## config.mk

```make
export PLATFORM = sky130hd
export DESIGN_NAME = pq_stim_harness
export DESIGN_NICKNAME = d
export VERILOG_FILES = /design/src/rtl/pq_stim_harness.sv
export SDC_FILE = /design/constraint.sdc
export NUM_CORES = 1
export LEC_CHECK = 0
export ABC_AREA = 1
export CAP_MARGIN = 20
export CORE_ASPECT_RATIO = 2
export CORE_UTILIZATION = 32
export CTS_BUF_LIST = sky130_fd_sc_hd__clkbuf_8
export DETAILED_ROUTE_END_ITERATION = 7
export PLACE_DENSITY_LB_ADDON = 0.25
export SLEW_MARGIN = 20
export SYNTH_ARGS = -nofsm -noshare
export SYNTH_HDL_FRONTEND = slang
export SYNTH_SLANG_ARGS = --single-unit
```

## constraint.sdc

```tcl
create_clock -name user_clk -period 8.6 [get_ports user_clk]
set_clock_uncertainty 0.1 [all_clocks]
set_input_delay 0.86 -clock user_clk [delete_from_list [all_inputs] [get_ports user_clk]]
set_output_delay 0.86 -clock user_clk [all_outputs]
set_load 0.05 [all_outputs]
```

## src/rtl/pq_stim_harness.sv

```systemverilog
// Push/pop traffic generator and pop-result checker for priority-queue benchmarking.
// Tracks DUT occupancy, checks min-order within FILL_DRAIN drains, folds results into a signature.
module pq_stim_harness #(
  parameter int PTW      = 16,
  parameter int MTW      = 15,
  parameter int CAPACITY = 21844,
  parameter int POP_LAT  = 1,
  parameter int CTW      = $clog2(CAPACITY + 1)
) (
  input  logic                 user_clk,
  input  logic                 rst,
  input  logic                 i_enable,
  input  logic [1:0]           i_mode,
  input  logic [CTW-1:0]       i_fill_target,
  output logic                 o_push,
  output logic [MTW+PTW-1:0]   o_push_data,
  output logic                 o_pop,
  input  logic [MTW+PTW-1:0]   i_pop_data,
  output logic [CTW-1:0]       o_occupancy,
  output logic [31:0]          o_pop_count,
  output logic [MTW+PTW-1:0]   o_signature,
  output logic                 o_order_err,
  output logic [15:0]          o_rounds
);
  localparam int DW = MTW + PTW;
  localparam logic [31:0]    LFSR_POLY = 32'h8020_0003;
  localparam logic [CTW-1:0] CAP       = CTW'(CAPACITY);

  typedef enum logic [1:0] {
    M_ALT  = 2'd0,
    M_FD   = 2'd1,
    M_RAND = 2'd2,
    M_IDLE = 2'd3
  } mode_e;

  typedef enum logic {FD_FILL = 1'b0, FD_DRAIN = 1'b1} fd_state_e;
  typedef enum logic {PH_PUSH = 1'b0, PH_POP = 1'b1}   phase_e;

  function automatic logic [31:0] lfsr_next(input logic [31:0] s);
    return {1'b0, s[31:1]} ^ (s[0] ? LFSR_POLY : 32'h0);
  endfunction

  function automatic logic [DW-1:0] rotl1(input logic [DW-1:0] s);
    return {s[DW-2:0], s[DW-1]};
  endfunction

  function automatic logic [CTW-1:0] sat_target(input logic [CTW-1:0] t);
    if (t == '0) return CTW'(1);
    if (t > CAP) return CAP;
    return t;
  endfunction

  logic             en_q;
  mode_e            mode_q;
  mode_e            mode_eff;
  fd_state_e        fd_state_q, fd_state_d;
  phase_e           phase_q, phase_d;
  logic             drain_first_q, drain_first_d;
  logic [CTW-1:0]   cnt_q, cnt_d;
  logic [CTW-1:0]   occ_q;
  logic [CTW-1:0]   fill_tgt;
  logic [31:0]      lfsr_q;
  logic [PTW-1:0]   alt_prio_q;
  logic [PTW-1:0]   prio_d;
  logic [MTW-1:0]   seq_q;
  logic             push_q, pop_q;
  logic [DW-1:0]    push_data_q;
  logic             pop_fd_q, pop_first_q;
  logic             push_req, pop_req, push_go, pop_go, round_done;
  logic [15:0]      rounds_q;

  logic [POP_LAT-1:0] vld_p, fd_p, first_p;
  logic               cap_vld, cap_fd, cap_first;
  logic [PTW-1:0]     cap_prio;
  logic [PTW-1:0]     prev_prio_q;
  logic [31:0]        pop_count_q;
  logic [DW-1:0]      sig_q;
  logic               err_q;

  // A mode change only takes effect on the enable rising edge.
  assign mode_eff = (i_enable && !en_q) ? mode_e'(i_mode) : mode_q;
  assign fill_tgt = sat_target(i_fill_target);
  assign prio_d   = (mode_eff == M_ALT) ? alt_prio_q : lfsr_q[PTW-1:0];

  always_ff @(posedge user_clk) begin
    if (rst) begin
      fd_state_q    <= FD_FILL;
      phase_q       <= PH_PUSH;
      drain_first_q <= 1'b0;
    end else begin
      fd_state_q    <= fd_state_d;
      phase_q       <= phase_d;
      drain_first_q <= drain_first_d;
    end
  end

  always_comb begin
    fd_state_d    = fd_state_q;
    phase_d       = phase_q;
    drain_first_d = drain_first_q;
    if (i_enable) begin
      if (mode_eff == M_ALT) begin
        phase_d = (phase_q == PH_PUSH) ? PH_POP : PH_PUSH;
      end
      if (mode_eff == M_FD) begin
        if (fd_state_q == FD_FILL) begin
          if (cnt_d >= fill_tgt) begin
            fd_state_d    = FD_DRAIN;
            drain_first_d = 1'b1;
          end
        end else begin
          if (pop_go) drain_first_d = 1'b0;
          if (cnt_d == '0) fd_state_d = FD_FILL;
        end
      end
    end
  end

  always_comb begin
    push_req = 1'b0;
    pop_req  = 1'b0;
    if (i_enable) begin
      unique case (mode_eff)
        M_ALT:   if (phase_q == PH_PUSH) push_req = 1'b1; else pop_req = 1'b1;
        M_FD:    if (fd_state_q == FD_FILL) push_req = 1'b1; else pop_req = 1'b1;
        M_RAND:  if (lfsr_q[31]) push_req = 1'b1; else pop_req = 1'b1;
        default: ;
      endcase
    end
    push_go = push_req && (cnt_q != CAP);
    pop_go  = pop_req && (cnt_q != '0);
    cnt_d   = cnt_q;
    if (push_go)     cnt_d = cnt_q + CTW'(1);
    else if (pop_go) cnt_d = cnt_q - CTW'(1);
    round_done = (mode_eff == M_FD) && (fd_state_q == FD_DRAIN) && pop_go && (cnt_d == '0);
  end

  // ---- issue stage: strobes, push data, occupancy ----
  always_ff @(posedge user_clk) begin
    if (rst) begin
      en_q        <= 1'b0;
      mode_q      <= M_ALT;
      cnt_q       <= '0;
      occ_q       <= '0;
      lfsr_q      <= 32'h1;
      alt_prio_q  <= '0;
      seq_q       <= '0;
      push_q      <= 1'b0;
      pop_q       <= 1'b0;
      push_data_q <= '0;
      pop_fd_q    <= 1'b0;
      pop_first_q <= 1'b0;
      rounds_q    <= '0;
    end else begin
      en_q        <= i_enable;
      mode_q      <= mode_eff;
      cnt_q       <= cnt_d;
      occ_q       <= cnt_q;
      push_q      <= push_go;
      pop_q       <= pop_go;
      pop_fd_q    <= (mode_eff == M_FD);
      pop_first_q <= drain_first_q;
      if (i_enable) lfsr_q <= lfsr_next(lfsr_q);
      if (push_go) begin
        alt_prio_q  <= alt_prio_q + PTW'(1);
        seq_q       <= seq_q + MTW'(1);
        push_data_q <= {seq_q, prio_d};
      end
      if (round_done) rounds_q <= rounds_q + 16'd1;
    end
  end

  // ---- in-flight pop tracking, one slot per cycle of DUT latency ----
  always_ff @(posedge user_clk) begin
    if (rst) begin
      vld_p   <= '0;
      fd_p    <= '0;
      first_p <= '0;
    end else begin
      vld_p[0]   <= pop_q;
      fd_p[0]    <= pop_fd_q;
      first_p[0] <= pop_first_q;
      for (int i = 1; i < POP_LAT; i++) begin
        vld_p[i]   <= vld_p[i-1];
        fd_p[i]    <= fd_p[i-1];
        first_p[i] <= first_p[i-1];
      end
    end
  end

  assign cap_vld   = vld_p[POP_LAT-1];
  assign cap_fd    = fd_p[POP_LAT-1];
  assign cap_first = first_p[POP_LAT-1];
  assign cap_prio  = i_pop_data[PTW-1:0];

  // ---- capture stage: count, signature, ordering ----
  always_ff @(posedge user_clk) begin
    if (rst) begin
      pop_count_q <= '0;
      sig_q       <= '0;
      err_q       <= 1'b0;
    end else if (cap_vld) begin
      pop_count_q <= pop_count_q + 32'd1;
      sig_q       <= rotl1(sig_q) ^ i_pop_data;
      if (cap_fd && !cap_first && (cap_prio < prev_prio_q)) err_q <= 1'b1;
    end
  end

  always_ff @(posedge user_clk) begin
    if (cap_vld && cap_fd) prev_prio_q <= cap_prio;
  end

  assign o_push      = push_q;
  assign o_pop       = pop_q;
  assign o_push_data = push_data_q;
  assign o_occupancy = occ_q;
  assign o_pop_count = pop_count_q;
  assign o_signature = sig_q;
  assign o_order_err = err_q;
  assign o_rounds    = rounds_q;

endmodule

```

==> impl_metrics.ini, run 1 <==
[critical_path]
worstSetupStartpointType = primary input
crit_type = in -> reg
critical_path.max_fanout = 55
critPathCaptureType = flip-flop
critical-path-max-stage-delay_ns = 0.47
critical_path.most_common_cell = nand2_1
critPathRequiredTime_ns = 8.93
cp_slowest_cell = buf_4
arrival_ns = 4.45

[pwr]
power.density_nw_per_um2 = 194
peakVddDrop_uv = 152
leakagePower_nw = 6.05

[layout]
drive_gt1_frac = 0.0565
area_growth_pct = 24.8
final_util = 0.405
nets = 1846

[global_route]
grt_max_degree = 102
grt_overflow = 0
antenna_found_initial = 2
grt_first_pass_wirelength_um = 54400
use_met1 = 0.188
globalRouteMet3Util = 0.0320
grt_pass1_vias = 10400
busiest_layer = met2
gr-usage-met2 = 0.352
grt_use_total = 0.187

[clock_tree]
clkLatencyLatePin_ns = 0.58
cts_root_buffer = clkbuf_8
clk_pin_slew_worst_paths_ns = 0.06
cts_resized = 0
post_cts_buffers = 0
cts_sinks = 233
holdBufCountCts = 0
clk_path_buf_depth = 3
htree_num_levels = 2
numCtsBuffers = 37
cts_tree = built

[synthesis]
async_flop_share = 0
synth_area_um2 = 11600
ys_warn_count = 0
ys_ff_latch = 233
postSynthCellCount = 1605
seq_area_frac_synth = 0.416
syn_nets = 1691
synthDistinctLibCells = 45
synth_flop_cell = dfxtp_1
avgSynthCellArea_um2 = 7.22
synth_edf_count = 16

[timing]
min_period_ns = 4.12
setup_violations = 0
fin_crit_sh = 0.479
clock.fmax_ghz = 0.243
hold_violations = 0
drv_slew = 0
fin_tns_setup_ns = 0
grt_setup_unrepaired = no
tightest_slew_ns = 0.926
slew-limit-headroom = 0.383

[placement]
io_buffers = 178
dp_hpwl_um = 25300
gp_congestion = 0.915

[floorplan]
core_um2 = 35700
die_w_um = 137
die_h_um = 271
pin_count = 179
die_area_um2 = 37000
floorplan.rows = 98
start_util = 0.325

[run]
drv_cap = 0

[drt]
routed_wirelength_um = 34600
drt_iter0_markers = 372
wire_per_inst_um = 15.4
vias_per_cell = 4.86
vias = 10900
first_pass_iters = 5
ant_nets = 0
drc = 0

[hold_path]
hold_path.class = reg -> reg

[run_status]
status = finished clean
layer usage:
metal | part of all wire | vias to the layer above
met5 | 0 | -
met4 | 0.058 | 0
met3 | 0.044 | 101
met2 | 0.53 | 274
met1 | 0.36 | 4995
li1 | - | 5516
per-stage QoR:
stage               hold slack, ns  instances  power (W)  area, µm²  worst slack [ns]
floorplan                    0.288       1605    0.00161      11600              5.21
global placement             0.297       2171    0.00178      13600              3.94
detailed placement           0.296       2171    0.00179      13600              3.90
CTS                          0.291       2238    0.00284      14500              4.48
global route                 0.316       2240    0.00295      14500              4.11
finish                       0.304       2240    0.00280      14500              4.48
worst paths after layout:
check / startpoint / to / slack, ns / cells past startpoint
worst min-delay path: pop_first_q$_SDFF_PP0_ / cap_first$_SDFF_PP0_ / 0.30 / 2
worst max register to register: cnt_q[8]$_SDFF_PP0_ / drain_first_q$_SDFFE_PP0P_ / 4.68 / 24
worst max-delay path: i_enable / drain_first_q$_SDFFE_PP0P_ / 4.48 / 27
worst min register to register: pop_first_q$_SDFF_PP0_ / cap_first$_SDFF_PP0_ / 0.30 / 2
layout by cell type (no fill, tap or decap), types with 5 or more instances in the layout:
cell,synthesis,final
a21oi_1,92,92
a31oi_1,20,20
buf_4,6,8
clkbuf_8,0,46
clkdlybuf4s50_1,0,176
dfxtp_1,217,217
edfxtp_1,16,16
ha_1,35,35
inv_1,188,198
inv_2,5,6
nand2_1,279,279
nand2_2,6,6
nand3_1,74,74
nand3_2,5,5
nand4_1,34,34
nor2_1,265,265
nor3_1,42,42
nor4_1,16,16
o21ai_0,131,131
xor2_1,66,66
state kept, by name (all words and copies together) (netlist names), 2 cells and up:
register,flops
alt_prio_q,16
cnt_q,15
lfsr_q,32
mode_q,2
o_occupancy,15
o_pop_count,32
o_push_data,31
o_rounds,16
o_signature,31
prev_prio_q,16
seq_q,15
worst max-delay path: cells and delay by family:
kind | cells | cell delay, ns
fa+ha+maj | 1 | 0.23
simple gates | 18 | 1.89
buf+inv | 3 | 0.94
compound gates | 5 | 0.48
logic make-up (layout without fill, tap and decap cells):
| group | count (synthesis) | count (layout) | share of synthesized area |
|---|---|---|---|
| and+or+nand+nor | 745 | 745 | 0.283 |
| adders and majority gates | 35 | 35 | 0.0378 |
| other | 0 | 2 | 0 |
| buffers and inverters | 263 | 446 | 0.0918 |
| AOI/OAI and AO/OA | 261 | 261 | 0.120 |
| DFF | 233 | 233 | 0.416 |
| xor gates and xnor gates | 68 | 68 | 0.0514 |
power by group:
part / leakage [nW] / total [W] / switching [W] / internal [W]
sequential: 1.91 / 0.00119 / 0.0000480 / 0.00114
combinational: 3.69 / 0.000572 / 0.000389 / 0.000184
clock: 0.451 / 0.00104 / 0.000465 / 0.000577
synthesized netlist by cell type, drive strengths merged, types with 2 or more instances:
cell type | count | share of area
nand4 | 36 | 0.021
nand3b | 2 | 0.0013
xor2 | 66 | 0.050
o21ai | 132 | 0.057
nor2 | 272 | 0.092
a211oi | 3 | 0.0019
nor3 | 43 | 0.019
nand2 | 288 | 0.097
clkbuf | 39 | 0.013
nor4 | 16 | 0.0086
a21oi | 95 | 0.042
xnor2 | 2 | 0.0015
nor3b | 4 | 0.0026
ha | 35 | 0.038
edfxtp | 16 | 0.041
inv | 193 | 0.063
o211ai | 2 | 0.0013
a31oi | 20 | 0.011
o21a | 4 | 0.0026
buf | 30 | 0.016
and3 | 2 | 0.0011
nand3 | 82 | 0.041
dfxtp | 217 | 0.37
layout make-up:
class	instances	area, µm²
Timing Repair Buffer	185	1830
Sequential cell	233	4820
Inverter	194	728
Clock inverter	21	176
Clock buffer	46	633
Antenna cell	2	5.00
Tap cell	450	563
Fill cell	3729	21200
Multi-Input combinational cell	1109	5700
(Power assumes the default switching activity.)
==> run 2, diff against run 1 <==
==> constraint.sdc (replaced) <==
create_clock -name user_clk -period 3.7 [get_ports user_clk]
set_clock_uncertainty 0.1 [all_clocks]
set_input_delay 0.37 -clock user_clk [delete_from_list [all_inputs] [get_ports user_clk]]
set_output_delay 0.37 -clock user_clk [all_outputs]
set_load 0.05 [all_outputs]
==> impl_metrics.ini, run 2 (synthesis gave the netlist of run 1 again) <==
[run_status]
status = finished clean

[hold_path]
hold_path.class = in -> reg
holdPathStages = 4
whs_endpoint = mode_q[1]$_SDFF_PP0_
holdCritStartpoint = i_enable

[critical_path]
r2r_start = cnt_q[0]$_SDFF_PP0_
r2r_setup_slack_ns = 0.28
crit_family = simple AND/OR/NAND/NOR gates
crit_type = reg -> reg
reg2regPathDepth = 20
arrival_ns = 3.80
critical-path-max-stage-delay_ns = 0.42
worstSetupStartpointType = flip-flop
critPathCaptureType = flip-flop
critical_path.max_fanout = 56
regToRegEndpoint = drain_first_q$_SDFFE_PP0P_
critical_path.most_common_cell = nand2_1
path_buf_inv = 5
path_cells = inv_1 -> ha_1 -> nand4_1 -> nor2_1 -> nor2_2 -> nand2_4 -> inv_2 -> buf_12 -> nand2_1 -> nand2_1 -> inv_1 -> ha_1 -> nand2_1 -> nor4_1 -> nand4_1 -> nand2_1 -> inv_1 -> nand2_1 -> nand2_1 -> o21ai_0
cp_slowest_cell = dfxtp_1
critPathRequiredTime_ns = 4.08

[clock_tree]
htree_num_levels = 2
holdBufCountCts = 0
cts_tree = built
cts_resized = 0
cts_sinks = 233
numCtsBuffers = 38
clkLatencyLatePin_ns = 0.57
cts_root_buffer = clkbuf_8
clk_pin_slew_worst_paths_ns = 0.06
post_cts_buffers = 0
clk_path_buf_depth = 3

[drt]
first_pass_iters = 5
drc = 0
wire_per_inst_um = 15.8
routed_wirelength_um = 35800
vias = 11100
drt_iter0_markers = 496
vias_per_cell = 4.90
ant_nets = 0

[floorplan]
die_w_um = 137
pin_count = 179
core_um2 = 35700
die_h_um = 271
floorplan.rows = 98
die_area_um2 = 37000
start_util = 0.325

[layout]
drive_gt1_frac = 0.0692
final_common_cell = nand2_1
design_area_um2 = 14700
mostFrequentLayoutCells = 279 x nand2_1, 265 x nor2_1, 217 x dfxtp_1
nets = 1863
area_growth_pct = 26.9

[global_route]
busiest_layer = met2
antenna_found_initial = 2
globalRouteMet3Util = 0.0315
grt_overflow = 0
gr-usage-met2 = 0.378
use_met1 = 0.190
grt_pass1_vias = 11100
grt_use_total = 0.196
grt_max_degree = 66
grt_first_pass_wirelength_um = 56900

[placement]
dpl_cell_area_um2 = 13800
gp_congestion = 0.938
io_buffers = 178
dp_hpwl_um = 26200

[timing]
setup_violations = 0
slew-limit-headroom = 0.457
fin_tns_setup_ns = 0
hold_violations = 0
min_period_ns = 3.42
grt_setup_unrepaired = no
clock.fmax_ghz = 0.292
fin_crit_sh = 0.925
drv_slew = 0
tightest_slew_ns = 0.815

[run]
drv_cap = 0

[pwr]
leakagePower_nw = 6.17
peakVddDrop_uv = 295
power.density_nw_per_um2 = 463
## run 2: layout make-up
class,count,area (µm²)
Tap cell,450,563
Antenna cell,2,5.00
Multi-Input combinational cell,1109,5700
Clock inverter,16,185
Timing Repair Buffer,201,1970
Sequential cell,233,4820
Inverter,194,728
Clock buffer,53,729
Fill cell,3699,21000
## run 2: where the power goes
group | internal [W] | switching (W)
sequential | 0.00265 | 0.0000973
clock | 0.00156 | 0.00110
combinational | 0.000459 | 0.000937
total | 0.00468 | 0.00214
## run 2: how the worst max path moves through the flow
stage	startpoint	to	slack (ns)	depth (start not counted)
6_report	cnt_q[0]$_SDFF_PP0_	drain_first_q$_SDFFE_PP0P_	0.28	20
5_1_grt	cnt_q[0]$_SDFF_PP0_	drain_first_q$_SDFFE_PP0P_	0.03	24
4_1_cts	cnt_q[0]$_SDFF_PP0_	drain_first_q$_SDFFE_PP0P_	0.33	20
3_5_place_dp	i_mode[1]	drain_first_q$_SDFFE_PP0P_	0.20	20
3_3_place_gp	i_mode[1]	drain_first_q$_SDFFE_PP0P_	0.20	24
2_1_floorplan	cnt_q[0]$_SDFF_PP0_	drain_first_q$_SDFFE_PP0P_	0.74	24
## run 2: worst register-to-register path, stage by stage, from the launching register on
cell and delay, ns:
dfxtp_1 0.42, inv_1 0.13, ha_1 0.32, nand4_1 0.13
nor2_1 0.07, nor2_2 0.22, nand2_4 0.14, inv_2 0.10
buf_12 0.25, nand2_1 0.08, nand2_1 0.11, inv_1 0.06
ha_1 0.30, nand2_1 0.12, nor4_1 0.33, nand4_1 0.14
nand2_1 0.08, inv_1 0.04, nand2_1 0.06, nand2_1 0.06
o21ai_0 0.08
## run 2: metal layers
metal,part of all wire,up-vias
met5,0,-
met4,0.056,0
met3,0.048,110
met2,0.54,317
met1,0.35,5083
li1,-,5549
## run 2: metrics by stage
step / total power, W / worst slack [ns] / hold WS, ns / utilization / std cells
2_1_floorplan: 0.00374 / 0.740 / 0.288 / - / 1605
3_3_place_gp: 0.00419 / 0.204 / 0.298 / 0.386 / 2187
3_5_place_dp: 0.00420 / 0.200 / 0.298 / 0.386 / 2187
4_1_cts: 0.00692 / 0.330 / 0.158 / 0.412 / 2256
5_1_grt: 0.00717 / 0.0313 / 0.216 / 0.412 / 2258
6_report: 0.00681 / 0.277 / 0.210 / 0.412 / 2258
==> run 3, diff against run 2 <==
--- a/config.mk
+++ b/config.mk
@@ -8,6 +8,7 @@
 export ABC_AREA = 1
 export CAP_MARGIN = 20
 export CORE_ASPECT_RATIO = 2
+export CORE_MARGIN = 2
 export CORE_UTILIZATION = 32
 export CTS_BUF_LIST = sky130_fd_sc_hd__clkbuf_8
 export DETAILED_ROUTE_END_ITERATION = 7
@@ -16,3 +17,4 @@
 export SYNTH_ARGS = -nofsm -noshare
 export SYNTH_HDL_FRONTEND = slang
 export SYNTH_SLANG_ARGS = --single-unit
+export TNS_END_PERCENT = 30
==> impl_metrics.ini, run 3 (synthesis gave the netlist of run 1 again) <==
[run_status]
status = finished clean

[layout]
fill_cells = 3759
nets = 1864
multi_input_area_um2 = 5700
seq_area_um2 = 4820
final_common_cell = nand2_1
drive_gt1_frac = 0.0621
mostFrequentLayoutCells = 279 x nand2_1, 265 x nor2_1, 217 x dfxtp_1
finalNonFillerCells = 2255
area_growth_pct = 25.3

[timing]
min_period_ns = 3.36
drv_slew = 0
hold_violations = 0
hold_slack_ns = 0.192
clock.fmax_ghz = 0.297
setup_violations = 0
fin_tns_setup_ns = 0
slew-limit-headroom = 0.381
tightest_slew_ns = 0.929
fin_crit_sh = 0.909
grt_setup_unrepaired = no
fin_ws_ns = 0.337

[global_route]
antenna_found_initial = 3
grt_overflow = 0
grt_first_pass_wirelength_um = 56500
grt_max_degree = 71
grt_pass1_vias = 10900
grt_use_total = 0.185

[critical_path]
critical_path.max_fanout = 8
regToRegEndpoint = drain_first_q$_SDFFE_PP0P_
reg2regPathDepth = 21
critPathCaptureType = flip-flop
r2r_setup_slack_ns = 0.34
worstSetupStartpointType = flip-flop
crit_start = cnt_q[1]$_SDFF_PP0_
crit_type = reg -> reg
endpoint = drain_first_q$_SDFFE_PP0P_
arrival_ns = 3.70
r2r_start = cnt_q[1]$_SDFF_PP0_
critPathRequiredTime_ns = 4.04

[drt]
drt_iter0_markers = 411
routed_wirelength_um = 35900
vias = 11000
drc = 0
first_pass_iters = 6
vias_per_cell = 4.88
wire_per_inst_um = 15.9
ant_nets = 0

[clock_tree]
clk_path_buf_depth = 3
htree_num_levels = 2
cts_root_buffer = clkbuf_8
holdBufCountCts = 0
clkLatencyLatePin_ns = 0.56
cts_resized = 0
post_cts_buffers = 0
clk_pin_slew_worst_paths_ns = 0.07
cts_sinks = 233
numCtsBuffers = 37
cts_tree = built

[floorplan]
die_area_um2 = 37800
start_util = 0.325
floorplan.rows = 98
die_h_um = 273
die_w_um = 139
core_um2 = 35700
pin_count = 179

[hold_path]
hold_path.class = in -> reg

[run]
drv_cap = 0

[pwr]
p_sw_frac = 0.328
p_int_w = 0.00431
combPwrFrac = 0.219
leakagePower_nw = 6.12
clockPowerShare = 0.352
total_power_w = 0.00641
p_seq_frac = 0.429
power.density_nw_per_um2 = 442
netSwitchingPower_w = 0.00210
peakVddDrop_uv = 313

[placement]
dp_hpwl_um = 26300
dp_cells = 2189
gp_congestion = 0.946
io_buffers = 178
place_ws_ns = 0.218
## run 3: changes by cell type in the layout (fill, tap and decap cells not counted), moves of 2 or more
| cell | before | now |
|---|---|---|
| buf_12 | 2 | 0 |
| clkbuf_8 | 53 | 43 |
| bufinv_16 | 4 | 2 |
| buf_4 | 22 | 26 |
| inv_1 | 192 | 203 |
## run 3: critical path, cell delays in order, from the launching register on
cell and delay, ns:
dfxtp_1 0.34, inv_1 0.13, ha_1 0.34, inv_1 0.12, nor2_4 0.16, nand4_4 0.14
nand3_4 0.15, buf_4 0.19, nand2_1 0.06, nand2_1 0.07, nand2_1 0.05, nand2_1 0.11
inv_1 0.06, ha_1 0.31, a21oi_1 0.15, nor2_1 0.05, a211oi_1 0.34, nand2_1 0.11
inv_1 0.06, nand2_1 0.05, nand2_1 0.07, o21ai_0 0.08
## run 3: final cells by class
| class | count | share of cell area |
|---|---|---|
| sequential | 233 | 0.332 |
| clock inverter | 21 | 0.00957 |
| timing repair buffer | 203 | 0.135 |
| inverter | 194 | 0.0503 |
| clock buffer | 43 | 0.0408 |
| multi-input combinational | 1109 | 0.393 |
| antenna | 2 | 0.000345 |
| tap | 450 | 0.0388 |
## run 3: power groups by stage
stage	clock [W]	sequential, W	combinational [W]
3_5_place_dp	0	0.00280	0.00140
5_1_grt	0.00245	0.00276	0.00155
4_1_cts	0.00235	0.00275	0.00141
2_1_floorplan	0	0.00298	0.000767
3_3_place_gp	0	0.00281	0.00139
6_report	0.00226	0.00275	0.00140
## run 3: per-stage QoR
stage / area [µm²] / util
2_1_floorplan: 11600 / -
3_3_place_gp: 13800 / 0.386
3_5_place_dp: 13800 / 0.386
4_1_cts: 14500 / 0.407
5_1_grt: 14500 / 0.407
6_report: 14500 / 0.407
## run 3: worst min path at each step
stage	startpoint	to	slack (ns)	depth (start not counted)
after floorplan	pop_fd_q$_SDFF_PP0_	cap_fd$_SDFF_PP0_	0.29	2
after global placement	pop_first_q$_SDFF_PP0_	cap_first$_SDFF_PP0_	0.30	2
after detailed placement	pop_first_q$_SDFF_PP0_	cap_first$_SDFF_PP0_	0.30	2
after CTS	rst	cnt_q[0]$_SDFF_PP0_	0.17	2
after global routing	rst	cnt_q[7]$_SDFF_PP0_	0.19	2
final	rst	cap_first$_SDFF_PP0_	0.19	2
## run 3: per-layer routing
layer	global-route usage	up-vias	part of all wire
li1	-	5550	-
met1	0.180	5080	0.36
met2	0.364	273	0.54
met3	0.0301	103	0.039
met4	0.104	2	0.056
met5	0	-	0.00036
